--- src/rtl/uart_receiver.sv ---
// 8N1 UART receive stage: two-flop synchroniser, centre-of-bit sampling, one-cycle
// valid/framing-error strobes and break suppression after a bad stop bit.
module uart_receiver #(
    parameter int unsigned CLKS_PER_BIT = 10417
) (
    input  logic       clk,
    input  logic       rst,
    input  logic       RxD,
    output logic [7:0] rx_data,
    output logic       rx_valid,
    output logic       frame_err,
    output logic       busy
);

    localparam int unsigned HALF_BIT = CLKS_PER_BIT / 2;
    localparam int unsigned CNT_W    = $clog2(CLKS_PER_BIT);
    localparam logic [CNT_W-1:0] CNT_LAST = CNT_W'(CLKS_PER_BIT - 1);
    localparam logic [CNT_W-1:0] CNT_HALF = CNT_W'(HALF_BIT - 1);

    typedef enum logic [2:0] {
        StIdle,
        StStart,
        StData,
        StStop,
        StWaitHigh
    } state_e;

    state_e           r_state;
    state_e           w_state_next;
    logic             r_rx_meta;
    logic             r_rx_s;
    logic [CNT_W-1:0] r_cnt;
    logic [2:0]       r_bit_idx;
    logic [7:0]       r_shift;
    logic [7:0]       r_rx_data;
    logic             r_rx_valid;
    logic             r_frame_err;

    logic             w_at_last;
    logic             w_shift_en;
    logic             w_good;
    logic             w_bad;

    assign w_at_last = (r_cnt == CNT_LAST);

    always_comb begin
        w_state_next = r_state;
        w_shift_en   = 1'b0;
        w_good       = 1'b0;
        w_bad        = 1'b0;
        unique case (r_state)
            StIdle: begin
                if (!r_rx_s) w_state_next = StStart;
            end
            StStart: begin
                // A start bit that is high again at its centre was only a glitch.
                if (r_cnt == CNT_HALF) w_state_next = r_rx_s ? StIdle : StData;
            end
            StData: begin
                if (w_at_last) begin
                    w_shift_en = 1'b1;
                    if (r_bit_idx == 3'd7) w_state_next = StStop;
                end
            end
            StStop: begin
                if (w_at_last) begin
                    w_good       = r_rx_s;
                    w_bad        = !r_rx_s;
                    w_state_next = r_rx_s ? StIdle : StWaitHigh;
                end
            end
            StWaitHigh: begin
                if (r_rx_s) w_state_next = StIdle;
            end
            default: w_state_next = StIdle;
        endcase
    end

    always_ff @(posedge clk) begin
        if (rst) begin
            r_state     <= StIdle;
            r_rx_meta   <= 1'b1;
            r_rx_s      <= 1'b1;
            r_cnt       <= '0;
            r_bit_idx   <= 3'd0;
            r_shift     <= 8'h00;
            r_rx_data   <= 8'h00;
            r_rx_valid  <= 1'b0;
            r_frame_err <= 1'b0;
        end else begin
            r_rx_meta   <= RxD;
            r_rx_s      <= r_rx_meta;
            r_state     <= w_state_next;
            r_rx_valid  <= w_good;
            r_frame_err <= w_bad;

            // Counter restarts on every state entry and at each data-bit boundary.
            if (w_state_next != r_state || w_shift_en) begin
                r_cnt <= '0;
            end else if (r_state == StStart || r_state == StData || r_state == StStop) begin
                r_cnt <= r_cnt + CNT_W'(1);
            end

            if (r_state == StStart && w_state_next == StData) begin
                r_bit_idx <= 3'd0;
            end else if (w_shift_en) begin
                r_bit_idx <= r_bit_idx + 3'd1;
            end

            if (w_shift_en) r_shift[r_bit_idx] <= r_rx_s;
            if (w_good)     r_rx_data <= r_shift;
        end
    end

    assign rx_data   = r_rx_data;
    assign rx_valid  = r_rx_valid;
    assign frame_err = r_frame_err;
    assign busy      = (r_state != StIdle);

endmodule
--- config.mk ---
export PLATFORM = sky130hd
export DESIGN_NAME = uart_receiver
export DESIGN_NICKNAME = d
export VERILOG_FILES = /design/src/rtl/uart_receiver.sv
export SDC_FILE = /design/constraint.sdc
export NUM_CORES = 1
export LEC_CHECK = 0
export CORE_MARGIN = 10
export CORE_UTILIZATION = 50
export CTS_BUF_LIST = sky130_fd_sc_hd__clkbuf_4
export DETAILED_ROUTE_END_ITERATION = 12
export HOLD_SLACK_MARGIN = 0.03
export PLACE_DENSITY_LB_ADDON = 0.2
export SYNTH_ARGS = -nofsm -noshare
export SYNTH_HDL_FRONTEND = slang
export SYNTH_SLANG_ARGS = --single-unit
--- constraint.sdc ---
create_clock -name clk -period 3 [get_ports clk]
set_clock_uncertainty 0.1 [all_clocks]
set_input_delay 0.45 -clock clk [delete_from_list [all_inputs] [get_ports clk]]
set_output_delay 0.45 -clock clk [all_outputs]
set_load 0.05 [all_outputs]
Yosys cells after proc, flatten, opt, wreduce, memory -nomap -nowiden
Cells that the tools add are included. W data, S select, Z words.

Add/subtract/negate cells: 2. $lt $le $gt $ge: 2. Eq/ne operators: 9. Mux-type cells: 16. Bitwise operators: 2. Reduce and logical (&&, ||, !) cells: 11.

Operators with widths (number): $mux W3 (7); $pmux W3 S5 (1); $add A14 B1 Y14 const B (1); $eq A14 B13 Y1 const B (1); $eq A14 B14 Y1 const B (1); $eq A3 B2 Y1 const B (3); $bwmux W8 (1); $eq A3 B3 Y1 const B (2); $mux W1 (5); $lt A3 B4 Y1 const B (1); $reduce_or A2 Y1 (2); $add A3 B1 Y3 const B (1); $demux W1 S3 (1); $eq A3 B1 Y1 const B (1); $ge A3 B1 Y1 const B (1); $logic_not A3 Y1 (1); $logic_or A1 B1 Y1 (3); $ne A3 B3 Y1 (1); $reduce_bool A3 Y1 (1); $reduce_or A3 Y1 (1); $logic_and A1 B1 Y1 (2); $mux W2 (1); $not A1 Y1 (2); $logic_not A1 Y1 (1).

Register bits after elaboration: 40. Input port bits: 3. Output and inout bits: 11. Logic and storage cells: 51.

Depth between registers and ports, before layout
Word-level depth: 7. Gate-level depth with buffers: 8. Depth with buffers taken out: 7.

Worst setup path after synthesis
No wires, ideal clock.

Path kind: reg-to-reg. From: register r_cnt[3]. To: register r_cnt[12]. Library setup time: 119 ps. Arrival: 1878 ps. Required time: 2781 ps. Slack: 903 ps. Cell stages (with the launch flop): 7. Period minus slack after synthesis: 2097 ps. Cells stage by stage: dfxtp_1 or3_4 or4_4 a22o_1 mux2i_4 buf_6 nor3b_2.

Cells in the longest elaborated chain, start to end: 6. Elaborated cells on any way between the ends: 12. Those cells by class: 1 x add/sub; 3 x eq/ne; 6 x mux; 2 x reduce/logical.

Ends and longest elaborated chain: start, declared (RTL line 32) `logic [CNT_W-1:0] r_cnt;`; start signal, assigned (RTL line 101) `r_cnt <= r_cnt + CNT_W'(1);`; $eq A14 B14 Y1 or $eq A14 B13 Y1 (tied branches) (RTL line 44, 57); $mux W3 (on tied branches) (RTL line 66, 57, 60); $pmux W3 S5 (RTL line 51) `unique case (r_state)`; $ne A3 B3 Y1 (RTL line 98) `if (w_state_next != r_state || w_shift_en) begin`; $logic_or A1 B1 Y1 (RTL line 98); $reduce_or A2 Y1 (no source line).

Parallel ways exist; a longest one is shown, timed or not. A chain may end at the register's enable or synchronous reset.

Worst setup path after layout
From: register r_cnt[0]. To: register r_shift[2].

Cells in the longest elaborated chain, start to end: 3.

Ends and longest elaborated chain: $eq A14 B14 Y1 (RTL line 44) `assign w_at_last = (r_cnt == CNT_LAST);`; $mux W1 (RTL line 60) `if (w_at_last) begin`; $mux W1 (RTL line 51); end signal, assigned by index (RTL line 110) `if (w_shift_en) r_shift[r_bit_idx] <= r_rx_s;`; end, declared (RTL line 34) `logic [7:0] r_shift;`.

No other way between the ends.

==> impl_metrics.tcl <==
set metrics [dict create \
    status "completed" \
    maxCapViolations 0 \
    hold_path_class "reg -> reg" \
    cts_post_setup_buffers_inserted 0 \
    drc_errors 0 \
    clock.fmax_mhz 391 \
    syn_area_um2 1900 \
    dpl.hpwl_mm 2.67 \
    wl_per_cell_um 13.4 \
    antenna_cells 0 \
    synth_commonest_cells "dfxtp_1, nand2_1, nor2_1" \
    fin_crit_sh 0.852 \
    clock_latency_ns 0.36 \
    placement.io_buffers 13 \
    rows 22 \
    yosysMostFrequentCell "dfxtp_1" \
    cts_buffers 5 \
    gp_congestion 0.843 \
    arrival_ns 2.76 \
    vias 1489 \
    synth_top_area_cell "dfxtp_1" \
    hold_violations 0 \
    grt_max_degree 15 \
    vias_per_cell 5.49 \
    cp-start-kind "flip-flop" \
    cts.sinks 40 \
    die_area_um2 6660 \
    grt_usage 0.122 \
    ys_ff_latch 40 \
    antenna_found_initial 0 \
    cts_tree "built" \
    die_w_um 81.6 \
    overflow 0 \
    fillerInstances 341 \
    root_buffer "clkbuf_4" \
    multi_input_area_um2 1030 \
    required_ns 3.20 \
    core_um2 3660 \
    yosys-top-cells-area "dfxtp_1, mux2i_1, xnor2_1" \
    hold_buffers 0 \
    wirelength_mm 3.64 \
    power_uw 857 \
    reg2reg_to "r_shift[2]" \
    clkTransAtPathRegs_ns 0.13 \
    cts.htree.levels 2 \
    worst-setup-path-type "reg -> reg" \
    power.leakage_nw 0.740 \
    area_growth_syn_to_layout_pct 11.2 \
    final_max_slew_viol_count 0 \
    r2r_slack_ns 0.44 \
    cp_cell_sequence "inv_1, ha_1, nand4bb_1, nor4_4, nand3_1, nor4b_1, mux2i_1" \
    final_layout_size_suffix_gt1_frac 0.0942 \
    critPathCaptureType "flip-flop" \
    syn-num-nets 217 \
    cts_resized 0 \
    reg2regPathDepth 7 \
    worstMarginPinSlew_ns 0.603 \
    ys.flop_type "dfxtp_1" \
    grt_pass1_wl_mm 6.54 \
    setup_viol 0 \
    relSlewSlack 0.597 \
    crit_slowest_cell "nor4_4" \
    ios 14 \
    worst-path-max-fanout 11 \
    final.setup.tns_ns 0 \
    syn_inst 210 \
    crit_end "r_shift[2]" \
    dp_slack_ns 0.425 \
    dr.pass1.iters 4 \
    nets 229 \
    avgSynthCellArea_um2 9.04 \
    clockBufferDepth 2 \
    p_per_area_nw_per_um2 406 \
    start_util 0.518 \
    die_h_um 81.6 \
    synth_top_area_share 0.422 \
    regArea_um2 801 \
    ys_types 45 \
    ys_seq_area_frac 0.422 \
    synth_edf_count 0 \
    first_iter_violations 117 \
    fin_crit_ns 2.56 \
    ys_async_sr_fraction 0 \
    cp-startpoint "r_cnt[0]" \
    cpPeakStageDelay_ns 0.48 \
    setup_ws_ns 0.445 \
    yosysWarnings 0 \
    max-vdd-ir-drop_mv 0.211 \
    grt_pass1_vias 1464 \
    timing.rr.start "r_cnt[0]" \
    rsz0062_at_grt "false" \
    ant_nets 0 \
]
==> layer usage <==
| layer | GRT usage | vias to the layer above | wire [µm] |
|---|---|---|---|
| li1 | - | 758 | - |
| met1 | 0.134 | 707 | 1540 |
| met2 | 0.220 | 18 | 1880 |
| met3 | 0.0415 | 6 | 167 |
| met4 | 0.0357 | 0 | 46 |
| met5 | 0 | - | 0 |
==> cells by family after synthesis <==
| family | Yosys count | synth area share |
|---|---|---|
| buf+inv | 16 | 0.0376 |
| compound gates | 18 | 0.0686 |
| xor+xnor | 14 | 0.0646 |
| fa+ha+maj | 4 | 0.0264 |
| simple gates | 105 | 0.306 |
| mux | 13 | 0.0752 |
| flops | 40 | 0.422 |
==> per-stage QoR <==
step | cell area, µm² | util | hold WS [ns] | cells
2_1_floorplan | 1900 | - | 0.289 | 210
3_3_place_gp | 2050 | 0.561 | 0.296 | 263
3_5_place_dp | 2050 | 0.561 | 0.303 | 263
4_1_cts | 2110 | 0.577 | 0.341 | 271
5_1_grt | 2110 | 0.577 | 0.355 | 271
6_report | 2110 | 0.577 | 0.331 | 271
==> layout make-up <==
cell class | instances | share of cell area
tap | 48 | 0.0285
inverter | 6 | 0.0107
multi-input combinational | 154 | 0.486
clock inverter | 3 | 0.00889
timing repair buffer | 15 | 0.0688
clock buffer | 5 | 0.0178
sequential | 40 | 0.379
==> sequential cells by signal (all words and copies together), names as in the netlist <==
| register | flops |
|---|---|
| r_bit_idx | 3 |
| r_rx_s | 1 |
| r_state | 3 |
| r_cnt | 14 |
| rx_valid | 1 |
| r_rx_meta | 1 |
| r_shift | 8 |
| rx_data | 8 |
| frame_err | 1 |
==> power by group <==
part | internal, mW | switching, mW
registers | 0.534 | 0.00437
logic | 0.0172 | 0.0282
clock network | 0.0901 | 0.183
==> worst max-delay path: cells and delay by family (launching register included) <==
family                   cells  cell delay, ns
adder cells (fa/ha/maj)      1            0.14
buffers and inverters        1            0.09
flip-flops                   1            0.35
multiplexers                 1            0.22
AND/OR/NAND/NOR              4            1.61
==> cells in the final DEF, fill, tap and decap left out, types with 2 or more instances in the layout <==
cell,Yosys,final
nor2_1,21,21
ha_1,4,4
and2_1,2,2
clkdlybuf4s50_1,0,13
inv_1,6,6
o21ai_0,7,7
o41ai_1,2,2
or3_1,2,2
and3_1,3,3
xor2_1,2,2
nand4_1,6,6
and4_1,3,3
buf_4,0,2
xnor2_1,12,12
nor4_1,5,5
nand2_1,26,26
clkinv_2,0,2
nor3b_1,4,4
clkbuf_4,0,5
or2_2,3,3
mux2i_1,12,12
dfxtp_1,40,40
nand3_1,12,12
a21oi_1,2,2
nor3_1,6,6
==> worst min path at each step <==
stage	start	end	slack, ns	cells after the start
after global placement	r_rx_meta	r_rx_s	0.30	1
final	r_rx_meta	r_rx_s	0.33	1
after detailed placement	r_rx_meta	r_rx_s	0.30	1
after CTS	r_rx_meta	r_rx_s	0.34	1
after global routing	r_rx_meta	r_rx_s	0.36	1
after floorplan	r_rx_meta	r_rx_s	0.29	1
Note: power is estimated with default switching activity, not from simulation.
==> edit, RTL diff (same flow settings) <==
The parameter `CLKS_PER_BIT` goes from 10417 to 41668.
--- a/src/rtl/uart_receiver.sv
+++ b/src/rtl/uart_receiver.sv
@@ -2,5 +2,5 @@
 // valid/framing-error strobes and break suppression after a bad stop bit.
 module uart_receiver #(
-    parameter int unsigned CLKS_PER_BIT = 10417
+    parameter int unsigned CLKS_PER_BIT = 41668
 ) (
     input  logic       clk,
Behaviour: same outputs for any inputs over 10 cycles, from zero or initial values and one cycle with rst high; that may be too few to reach the edited logic, so the function may still have changed.
==> edit against the original RTL <==
Final area is 9.2% higher; critical path depth is 2 lower; sequential cell count is 2 higher; area after synthesis is 10% higher; worst setup slack better by 260 ps; routed wire length is 32% higher; count of clock-buffer cells in the layout is 1 higher; total power is 4.5% higher; critical path type unchanged; largest cell class unchanged; largest power group unchanged; highest routed layer unchanged.
==> edit: results (changes against the original RTL) <==
Distinct cells, synth -> 45 (unchanged)
Cts bufs inserted -> 5 (unchanged)
Top delay family on crit path -> simple AND/OR/NAND/NOR gates
Arrival time worst endpoint -> 2460 ps (-300 ps)
VDD IR max -> 0.000228 V (+8.2%)
Critical path startpoint -> r_cnt[0]$_SDFFE_PP0P_
Max_slew headroom -> 0.480 (-0.117)
Hold slack -> 335 ps (+3.20 ps)
Synthesized area per cell -> 8.74 um2 (-3.3%)
Dpl cells -> 292 (+11%)
Largest cells by area after synthesis -> dfxtp_1 (40%), nand4_1 (5.4%), nor3_1 (5.0%), xnor2_1 (4.6%), mux2i_1 (3.8%)
Largest net degree at the start of global routing -> 23 (+8)
Worst R2R End -> frame_err$_SDFF_PP0_
Share of layout cells above drive strength 1 -> 0.0840 (-0.0102)
XOR/XNOR share of the synthesized area -> 0.0587 (-0.00592)
Routed length per instance -> 16.0 um (+19%)
WHS Endpoint -> r_rx_s$_SDFF_PP1_
Multiplexer share of the synthesized area -> 0.0383 (-0.0368)
Setup CP Type -> reg2reg
Clock-pin slew on the worst setup and hold paths -> 120 ps
Vias in the first global route -> 1615 (+10%)
Max H-tree Level -> 2 (unchanged)
R2R depth -> 5 (-2)
Total GRT Usage -> 0.134 (+0.0115)
Max layer used -> met4
Worst path max stage delay -> 730 ps (+250 ps)
CP max FO -> 22 (+11)
Routed met2 length -> 2.07 mm (+9.8%)
Leakage -> 0.752 nW (+1.6%)
RePlAce Congestion -> 0.841 (-0.23%)
Longest Clk Path Bufs -> 2 (unchanged)
Outcome -> finished, final reports clean
TNS Setup -> 0 ps (unchanged)
Top reg by flops -> r_cnt
Setup ws final -> 702 ps (+258 ps)
Yosys warns -> 0 (unchanged)
Hold Path Class -> reg2reg
DR vias/cell -> 6.11 (+11%)
Setup WS pre-CTS -> 755 ps (+330 ps)
Worst hold path depth -> 1 (unchanged)
Antenna violations before repair -> 0 (unchanged)
Crit-path slowest cell -> and4_1
Synth top cells by count -> dfxtp_1 (42), nor3_1 (21), nand2_1 (19)
Sequential area share after synthesis -> 0.402 (-0.0195)
Post-DP HPWL -> 3.28 mm (+23%)
Fin nets -> 256 (+12%)
Syn Nets -> 246 (+13%)
Drt first pass iters -> 5 (+1)
Worst-Skew Late Latency -> 350 ps
Share of flip-flops with an asynchronous set or reset -> 0 (unchanged)
DRT met1 WL -> 2.50 mm (+62%)
First-pass GRT wire length -> 8.14 mm (+24%)
Post-DP Area -> 2250 um2 (+9.6%)
DRT iter0 DRCs -> 235 (+100%)
Metal3 WL -> 211 um (+26%)
Synth Area in Adders -> 0.0240 (-0.00242)
Max FFs per register -> 16 (+2)
Finished Layout Cells -> 300 (+11%)
Hold_sp -> r_rx_meta$_SDFF_PP1_
Complex-gate fraction of the synthesized area -> 0.121 (+0.0524)
## edit: changes by cell type in the layout (fill, tap and decap cells not counted), moves of 5 or more
cell     before  now
nand4_1       6   18
nor3_1        6   21
nand2_1      26   19
nor2_1       21    6
buf_4         2    7
o31ai_1       0    8
a21oi_1       2   11
## edit: layer usage
layer / global-route usage / vias to the layer above
met1: 0.201 / 873
li1: - / 918
met5: 0 / -
met2: 0.178 / 38
met4: 0.0359 / 0
met3: 0.0367 / 4
## edit: power by group
group | switching, mW | leakage (nW) | internal, mW
sequential | 0.00608 | 0.339 | 0.561
combinational | 0.0314 | 0.380 | 0.0147
clock | 0.185 | 0.0331 | 0.0974
## edit: final cells by class
class,count,area [um2]
Clock buffer,6,45.0
Multi-Input combinational cell,174,1150
Fill cell,384,1720
Sequential cell,42,841
Timing Repair Buffer,19,173
Inverter,7,26.3
Tap cell,50,62.6
Clock inverter,2,8.76
